<file path="src/rtl/ifu_pkg.sv">
// Shared definitions for the instruction fetch unit: FSM encodings, PC step,
// NOP word, the prefetch queue entry layout and the PC alignment helper.
package ifu_pkg;

    localparam logic [1:0] ST_IDLE    = 2'd0;
    localparam logic [1:0] ST_WAIT    = 2'd1;
    localparam logic [1:0] ST_DISCARD = 2'd2;

    localparam logic [31:0] PC_STEP  = 32'd4;
    localparam logic [31:0] NOP_WORD = 32'h0000_0000;

    typedef struct packed {
        logic [31:0] pc;
        logic [31:0] inst;
    } ifq_entry_t;

    function automatic logic [31:0] align_pc(input logic [31:0] pc);
        return {pc[31:2], 2'b00};
    endfunction

endpackage

</file>
<file path="src/rtl/ifq_fifo.sv">
// Prefetch queue: synchronous FIFO of {pc, inst} entries with push, pop and a
// flush that empties it on the same edge.
module ifq_fifo
    import ifu_pkg::*;
#(
    parameter int DEPTH = 4
) (
    input  logic                       clk,
    input  logic                       reset,
    input  logic                       push,
    input  logic                       pop,
    input  logic                       flush,
    input  ifq_entry_t                 wdata,
    output ifq_entry_t                 rdata,
    output logic                       empty,
    output logic [$clog2(DEPTH+1)-1:0] count
);

    localparam int AW = $clog2(DEPTH);
    localparam int CW = $clog2(DEPTH + 1);
    localparam logic [CW-1:0] DEPTH_C = CW'(DEPTH);

    ifq_entry_t    mem [DEPTH];
    logic [AW-1:0] wr_ptr;
    logic [AW-1:0] rd_ptr;
    logic          push_ok;
    logic          pop_ok;

    assign empty   = (count == '0);
    assign push_ok = push && (count != DEPTH_C);
    assign pop_ok  = pop && !empty;
    assign rdata   = mem[rd_ptr];

    // NOTE: sequential state uses non-blocking assignments so every register samples pre-edge values.
    always_ff @(posedge clk or posedge reset) begin
        if (reset) begin
            wr_ptr <= '0;
            rd_ptr <= '0;
            count  <= '0;
        end else if (flush) begin
            wr_ptr <= '0;
            rd_ptr <= '0;
            count  <= '0;
        end else begin
            if (push_ok) wr_ptr <= wr_ptr + 1'b1;
            if (pop_ok)  rd_ptr <= rd_ptr + 1'b1;
            case ({push_ok, pop_ok})
                2'b10:   count <= count + 1'b1;
                2'b01:   count <= count - 1'b1;
                default: count <= count;
            endcase
        end
    end

    // NOTE: storage is not reset; empty/count gate every read, so stale words are never seen.
    always_ff @(posedge clk) begin
        if (push_ok) mem[wr_ptr] <= wdata;
    end

endmodule

</file>
<file path="src/rtl/inst_fetch_unit.sv">
// Instruction fetch stage: fetch PC, one-outstanding imem req/ack, prefetch queue
// and redirect flush. Define IFQ_BYPASS_EN to forward an ack straight to decode when the queue is empty.
module inst_fetch_unit
    import ifu_pkg::*;
#(
    parameter int          DEPTH    = 4,
    parameter logic [31:0] RESET_PC = 32'h0
) (
    input  logic                       clk,
    input  logic                       reset,
    output logic                       imem_req,
    output logic [31:0]                imem_addr,
    input  logic                       imem_ack,
    input  logic [31:0]                imem_data,
    input  logic                       redirect,
    input  logic [31:0]                redirect_pc,
    output logic                       inst_valid,
    output logic [31:0]                inst,
    output logic [31:0]                inst_pc,
    output logic [31:0]                inst_pc4,
    input  logic                       inst_ready,
    output logic [$clog2(DEPTH+1)-1:0] q_count
);

    localparam int CW = $clog2(DEPTH + 1);
    localparam logic [CW-1:0] DEPTH_C = CW'(DEPTH);

    logic [1:0]  state, state_nx;
    logic [31:0] fetch_pc, fetch_pc_nx;
    logic [31:0] addr_nx;
    logic        ack_push;
    logic        push;
    logic        pop;
    logic        bypass;
    logic        fifo_empty;
    ifq_entry_t  head;

    assign imem_req = (state != ST_IDLE);

`ifdef IFQ_BYPASS_EN
    assign bypass = (state == ST_WAIT) && imem_ack && !redirect && fifo_empty;
`else
    assign bypass = 1'b0;
`endif

    // A bypassed word that decode takes this cycle must not also land in the queue.
    assign push = ack_push && !(bypass && inst_ready);
    assign pop  = !fifo_empty && inst_ready && !redirect;

    // NOTE: every always_comb output gets a default first so no path can infer a latch.
    always_comb begin
        state_nx    = state;
        fetch_pc_nx = fetch_pc;
        addr_nx     = imem_addr;
        ack_push    = 1'b0;
        case (state)
            ST_IDLE: begin
                if (redirect) begin
                    fetch_pc_nx = align_pc(redirect_pc);
                end else if (q_count < DEPTH_C) begin
                    state_nx = ST_WAIT;
                    addr_nx  = fetch_pc;
                end
            end
            ST_WAIT: begin
                if (redirect) begin
                    fetch_pc_nx = align_pc(redirect_pc);
                    state_nx    = imem_ack ? ST_IDLE : ST_DISCARD;
                end else if (imem_ack) begin
                    ack_push    = 1'b1;
                    fetch_pc_nx = fetch_pc + PC_STEP;
                    state_nx    = ST_IDLE;
                end
            end
            ST_DISCARD: begin
                if (redirect) fetch_pc_nx = align_pc(redirect_pc);
                if (imem_ack) state_nx = ST_IDLE;
            end
            default: state_nx = ST_IDLE;
        endcase
    end

    always_ff @(posedge clk or posedge reset) begin
        if (reset) begin
            state     <= ST_IDLE;
            fetch_pc  <= RESET_PC;
            imem_addr <= RESET_PC;
        end else begin
            state     <= state_nx;
            fetch_pc  <= fetch_pc_nx;
            imem_addr <= addr_nx;
        end
    end

    ifq_fifo #(.DEPTH(DEPTH)) u_ifq (
        .clk   (clk),
        .reset (reset),
        .push  (push),
        .pop   (pop),
        .flush (redirect),
        .wdata ({imem_addr, imem_data}),
        .rdata (head),
        .empty (fifo_empty),
        .count (q_count)
    );

    assign inst_valid = !fifo_empty || bypass;
    assign inst       = bypass ? imem_data : (fifo_empty ? NOP_WORD : head.inst);
    assign inst_pc    = bypass ? imem_addr : (fifo_empty ? 32'h0 : head.pc);
    assign inst_pc4   = inst_pc + PC_STEP;

endmodule

</file>
<file path="config.mk">
export PLATFORM = sky130hd
export DESIGN_NAME = inst_fetch_unit
export DESIGN_NICKNAME = d
export VERILOG_FILES = /design/src/rtl/ifu_pkg.sv /design/src/rtl/ifq_fifo.sv /design/src/rtl/inst_fetch_unit.sv
export SDC_FILE = /design/constraint.sdc
export NUM_CORES = 1
export LEC_CHECK = 0
export ABC_AREA = 1
export ABC_CLOCK_PERIOD_IN_PS = 4500
export CAP_MARGIN = 20
export CORE_MARGIN = 1
export CORE_UTILIZATION = 30
export CTS_CLUSTER_DIAMETER = 60
export DETAILED_ROUTE_END_ITERATION = 12
export SETUP_SLACK_MARGIN = 0.3
export SLEW_MARGIN = 20
export SYNTH_ARGS = -nofsm -noshare
export SYNTH_HDL_FRONTEND = slang
export SYNTH_SLANG_ARGS = --single-unit
</file>
<file path="constraint.sdc">
create_clock -name clk -period 4.5 [get_ports clk]
set_input_delay 0.675 -clock clk [delete_from_list [all_inputs] [get_ports clk]]
set_output_delay 0.675 -clock clk [all_outputs]
set_load 0.03 [all_outputs]
</file>
* Word-level counts from Yosys, hierarchy flattened
Memory sizes are Yosys's and may differ from the RTL's.
Index checks and enable logic that the tools add are counted.
W data, S select, Z words.
** Cells by class
- Mux-type cells :: 23
- Add/sub/neg operators :: 6
- Magnitude comparators :: 1
- Eq/ne operators :: 9
- Reduce and logical (&&, ||, !) cells :: 17
- Bitwise logic cells :: 1
** Operators by type and width (number)
- $mux W32 :: 5
- $add A32 B3 Y32 const B :: 2
- $pmux W32 S2 :: 1
- $mux W2 :: 9
- $reduce_bool A2 Y1 :: 4
- $ne A3 B3 Y1 const B :: 2
- $pmux W2 S3 :: 1
- $pmux W3 S2 :: 1
- $reduce_and A3 Y1 :: 2
- $mux W1 :: 5
- $add A2 B1 Y2 const B :: 2
- $eq A2 B1 Y1 const B :: 2
- $eq A2 B2 Y1 const B :: 2
- $logic_and A1 B1 Y1 :: 4
- $ne A2 B2 Y1 const B :: 2
- $add A3 B1 Y3 const B :: 1
- $logic_not A3 Y1 :: 1
- $lt A3 B3 Y1 const B :: 1
- $mux W3 :: 1
- $reduce_bool A3 Y1 :: 1
- $sub A3 B1 Y3 const B :: 1
- $logic_not A1 Y1 :: 2
- $logic_not A2 Y1 :: 1
- $ne A2 B1 Y1 const B :: 1
- 3 further kinds :: 3
** Word-level totals
- Output and inout port bits :: 133
- Memory bits (writable) :: 256
- Word-level logic and storage cells :: 64
- Memories :: 1
- Input port bits :: 69
- Bits in registers :: 73
** Memories
- u_ifq.mem :: words 4, width 64, rd ports 1, clocked after memory_dff 0, wr ports 1, line ifq_fifo.sv:23 : ifq_entry_t mem [DEPTH];

* Depth between registers and ports, before layout
- Depth after elaboration :: 8
- Gate-level depth with buffers :: 15

* Hierarchy
A second synthesis with hierarchy kept.
** Unflattened totals
- Cells, all modules :: 1502
- Area total of the unflattened synthesis :: 14978.1 um2
** By module, submodules not included
- ifq_fifo :: sequential area each 7862.5 um2, cells each 683, area each 9993.3 um2, instances 1
- inst_fetch_unit :: sequential area each 1551.5 um2, cells each 819, area each 4984.8 um2, instances 1

* Least setup slack after synthesis
Ideal clock, no wire load.
- Path type :: input to register
- Start :: input redirect
- End :: memory u_ifq.mem[0][0] (netlist bit), enable pin
- Required time :: 4.018 ns
- Setup slack :: 0.128 ns
- Setup time :: 0.482 ns
- Stages :: 5
- Arrival time :: 3.889 ns
- Path through :: inv_2 > nand2_1 > inv_1 > nand4_2 > nor2_1
** On the way
- Longest elaborated chain between the ends :: 5
** RTL lines
- from (decl) :: line inst_fetch_unit.sv:15 : input logic redirect,
- $mux W1 :: line inst_fetch_unit.sv:66 : if (redirect) begin
- $mux W1 :: line inst_fetch_unit.sv:56 : case (state)
- $logic_and A1 B1 Y1 :: line ifq_fifo.sv:30 : assign push_ok = push && (count != DEPTH_C);
- $mux W1 :: line ifq_fifo.sv:57 : if (push_ok) mem[wr_ptr] <= wdata;
- $mux W1 (implied by the code) :: line ifq_fifo.sv:57
- to (decl) :: line ifq_fifo.sv:23
Every way passes these cells.

* Worst setup path after layout
- Start :: register u_ifq.rd_ptr[0]
- End :: output inst_pc4[29]
** On the way
- Longest elaborated chain between the ends :: 3
** RTL lines
- from (decl) :: line ifq_fifo.sv:25 : logic [AW-1:0] rd_ptr;
- from (signal assigned) :: line ifq_fifo.sv:46 : if (pop_ok) rd_ptr <= rd_ptr + 1'b1;
- $mem_v2 Z4 W64
- $mux W32 :: line inst_fetch_unit.sv:109 : assign inst_pc = bypass ? imem_addr : (fifo_empty ? 32'h0 : head.pc);
- $add A32 B3 Y32 :: line inst_fetch_unit.sv:110 : assign inst_pc4 = inst_pc + PC_STEP;
- to (decl) :: line inst_fetch_unit.sv:20 : output logic [31:0] inst_pc4,
Every way passes these cells.

==> impl_metrics.json <==
{
  "yosysTopAreaCell": "edfxtp_1",
  "setup_viol": 0,
  "reg2reg_depth": 13,
  "dp_slack_ns": 0.6220,
  "syn-instance-count": 1537,
  "dp_hpwl_um": 27480,
  "fmax_mhz": 245.6,
  "wl_per_cell_um": 17.44,
  "grt_use_total_pct": 16.75,
  "hold_viol_final": 0,
  "drtIter0Drc": 736,
  "grt-ovfl-total": 0,
  "die-width_um": 224.2,
  "routed-via-count": 11352,
  "worst_setup_path_start_kind": "flip-flop",
  "synth_cell_types": 44,
  "cts_tree": "done",
  "path_clk_slew_ns": 0.06,
  "synth_top_area_share_pct": 50.30,
  "io_pins": 202,
  "final_antenna_net_count": 0,
  "ys_seq_area_share_pct": 61.96,
  "r2r_end": "u_ifq.count[2]$_DFFE_PP0P_",
  "ir_drop_v": 0.0003050,
  "arrival_ns": 3.40,
  "fin_util_pct": 38.26,
  "grt_pass1_vias": 10982,
  "htreeDepth": 2,
  "area_delta_synth_final_pct": 26.24,
  "synth_flop_cell": "edfxtp_1",
  "via_per_inst": 4.691,
  "cap_violations": 0,
  "total_leakage_power_nw": 7.177,
  "remaining_drc_errors": 0,
  "power_switching_mw": 5.807,
  "pwr-share-seq_pct": 31.4,
  "dpl.cell_count": 2351,
  "worst_pin_slew_ns": 0.5802,
  "drtPass1Iterations": 5,
  "finalWirelength_um": 42210,
  "setup_slack_ns": 0.4285,
  "drt-met1-wl_um": 18350,
  "p_clk_share_pct": 22.0,
  "cts_buffers": 37,
  "gp_congestion": 0.9314,
  "clkSinkCount": 317,
  "wl_met3_um": 2099,
  "grt_max_degree": 64,
  "crit_path_top_delay_cell": "clkdlybuf4s50_1",
  "synth_edf_count": 248,
  "max_slew_margin_pct": 61.32,
  "layout.nets": 1804,
  "yosys_warnings": 0,
  "async_flop_share_pct": 21.77,
  "antenna_found_initial": 1,
  "yosys-top-cells-count": "nand2_1 (376), edfxtp_1 (248), nor2_1 (239)",
  "min-delay-path-class": "in -> async",
  "fp-row-count": 81,
  "cp_common_cell": "nand2_1",
  "rsz0062_at_grt": "true",
  "syn_area_um2": 14810,
  "drive_gt1_share_pct": 9.117,
  "top_layer": "met4",
  "period_minus_slack_ns": 4.071,
  "coreArea_um2": 48850,
  "synth.top_cells.by_area": "edfxtp_1 (50%), dfrtp_1 (12%), nand2_1 (9.5%)",
  "r2r_slack_ns": 1.88,
  "power_density_nw_per_um2": 706.0,
  "crit_start": "u_ifq.rd_ptr[0]$_DFFE_PP0P_",
  "crit_fanout": 33,
  "die_h_um": 224.2,
  "cts.path.max_buffers": 3,
  "critPathKind": "reg -> out",
  "switching_share_pct": 44.01,
  "final_cells": 2420,
  "post-synth-top-count-cell": "nand2_1",
  "die_area_um2": 50240,
  "finClkSkew_ns": 0.03074,
  "reg2reg_from": "u_ifq.count[0]$_DFFE_PP0P_",
  "finalCritPeriodShare_pct": 90.48,
  "critical-path-max-stage-delay_ns": 0.69,
  "crit_chain": "buf_6, nand2_1, nand3_1, nand3_1, inv_2, nand2_1, nor2_1, nand2_1, nor2_1, nand3b_1, nand2_1, clkdlybuf4s50_1",
  "clock_latency_ns": 0.56,
  "fillers": 4856,
  "port-buffer-count": 193,
  "wl_met2_um": 20820,
  "grt_pass1_wl_um": 63890,
  "status": "finished, final reports clean",
  "start_util_pct": 30.31,
  "setup_tns_ns": 0,
  "power.internal_mw": 7.387,
  "pwr-share-comb_pct": 46.6,
  "ys_ff_latch": 317,
  "drv_slew": 0,
  "cts-root-buf": "clkbuf_16",
  "avgSynthCellArea_um2": 9.633,
  "end_kind": "primary output",
  "crit_required_ns": 3.83
}
==> state kept, by name (all words and copies together), names as in the netlist <==
register      flops
fetch_pc         30
u_ifq.wr_ptr      2
u_ifq.mem       248
u_ifq.count       3
state             2
imem_addr        30
u_ifq.rd_ptr      2
==> routing by layer <==
layer  track usage (%)  up-vias
li1                  -     5521
met1             21.55     5479
met2             28.63      288
met3             2.991       64
met4             4.993        0
met5                 0        -
==> cells in the final DEF (no fill, tap or decap), types with 6 or more instances in the layout <==
cell type	n
a21oi_1	47
buf_12	6
buf_4	28
clkbuf_16	37
clkdlybuf4s50_1	178
clkinv_1	8
clkinv_2	6
conb_1	6
dfrtp_1	67
edfxtp_1	248
ha_1	6
inv_1	95
inv_2	11
nand2_1	376
nand2_2	6
nand3_1	104
nand4_1	12
nor2_1	235
nor2_2	18
nor2_4	16
nor3_1	16
o21ai_0	134
o22ai_1	16
xor2_1	23
==> repair_timing <==
action                                  4_1_cts  5_1_grt
pin swaps                                     0        0
gates cloned                                  1        0
endpoints found under the hold margin         0        0
setup buffers                                 1        0
endpoints found under the setup margin       39       16
hold buffers                                  0        0
gates resized for setup                       4        8
==> cell type report <==
| class | count | area, um2 | area share (%) |
|---|---|---|---|
| multi-input combinational | 1043 | 4857 | 25.99 |
| clock buffer | 39 | 933.4 | 4.994 |
| timing repair buffer | 218 | 2187 | 11.70 |
| inverter | 110 | 434.2 | 2.323 |
| timing repair inverter | 1 | 8.758 | 0.04686 |
| sequential | 317 | 9179 | 49.11 |
| tap | 664 | 830.8 | 4.445 |
| clock inverter | 27 | 257.7 | 1.379 |
| antenna | 1 | 2.502 | 0.01339 |
==> worst max-delay path: cells and delay by family (launching register included) <==
family / cells / cell delay, ns
DFF: 1 / 0.59
and+or+nand+nor: 9 / 1.03
buffers and inverters: 3 / 1.18
==> kinds of logic (layout without fill, tap and decap cells) <==
logic type	Yosys count	after routing	share of synthesized area, %
other	1	7	0.02533
DFF	317	317	61.96
buffers and inverters	182	395	5.645
and+or+nand+nor	796	796	22.83
AOI/OAI and AO/OA	208	208	7.344
xor gates and xnor gates	25	25	1.479
muxes	1	1	0.07605
adders and majority gates	7	7	0.6423
==> worst max path at each step <==
stage	cells after the start	end	slack [ns]
final	12	inst_pc4[29]	0.43
after detailed placement	12	inst_pc4[17]	0.62
after global placement	12	inst_pc4[17]	0.64
after CTS	9	inst_pc4[17]	0.30
after floorplan	5	u_ifq.mem[0][0]$_DFFE_PP_	0.13
after global routing	12	inst_pc4[31]	0.29
==> through the flow <==
step	area (um2)	power, mW	hold WS, ns
floorplan	14820	7.815	0.4552
global placement	17440	10.31	0.4762
detailed placement	17440	10.35	0.4911
CTS	18670	13.34	0.4827
global route	18690	13.91	0.5135
finish	18690	13.19	0.4892
==> power groups by stage <==
stage          Clock (mW)  Sequential (mW)  Combinational, mW
2_1_floorplan           0             4.25               3.56
3_3_place_gp            0             4.18               6.13
3_5_place_dp            0             4.20               6.16
4_1_cts              2.97             4.14               6.22
5_1_grt              3.09             4.19               6.63
6_report             2.90             4.14               6.15
(Power assumes the default switching activity.)
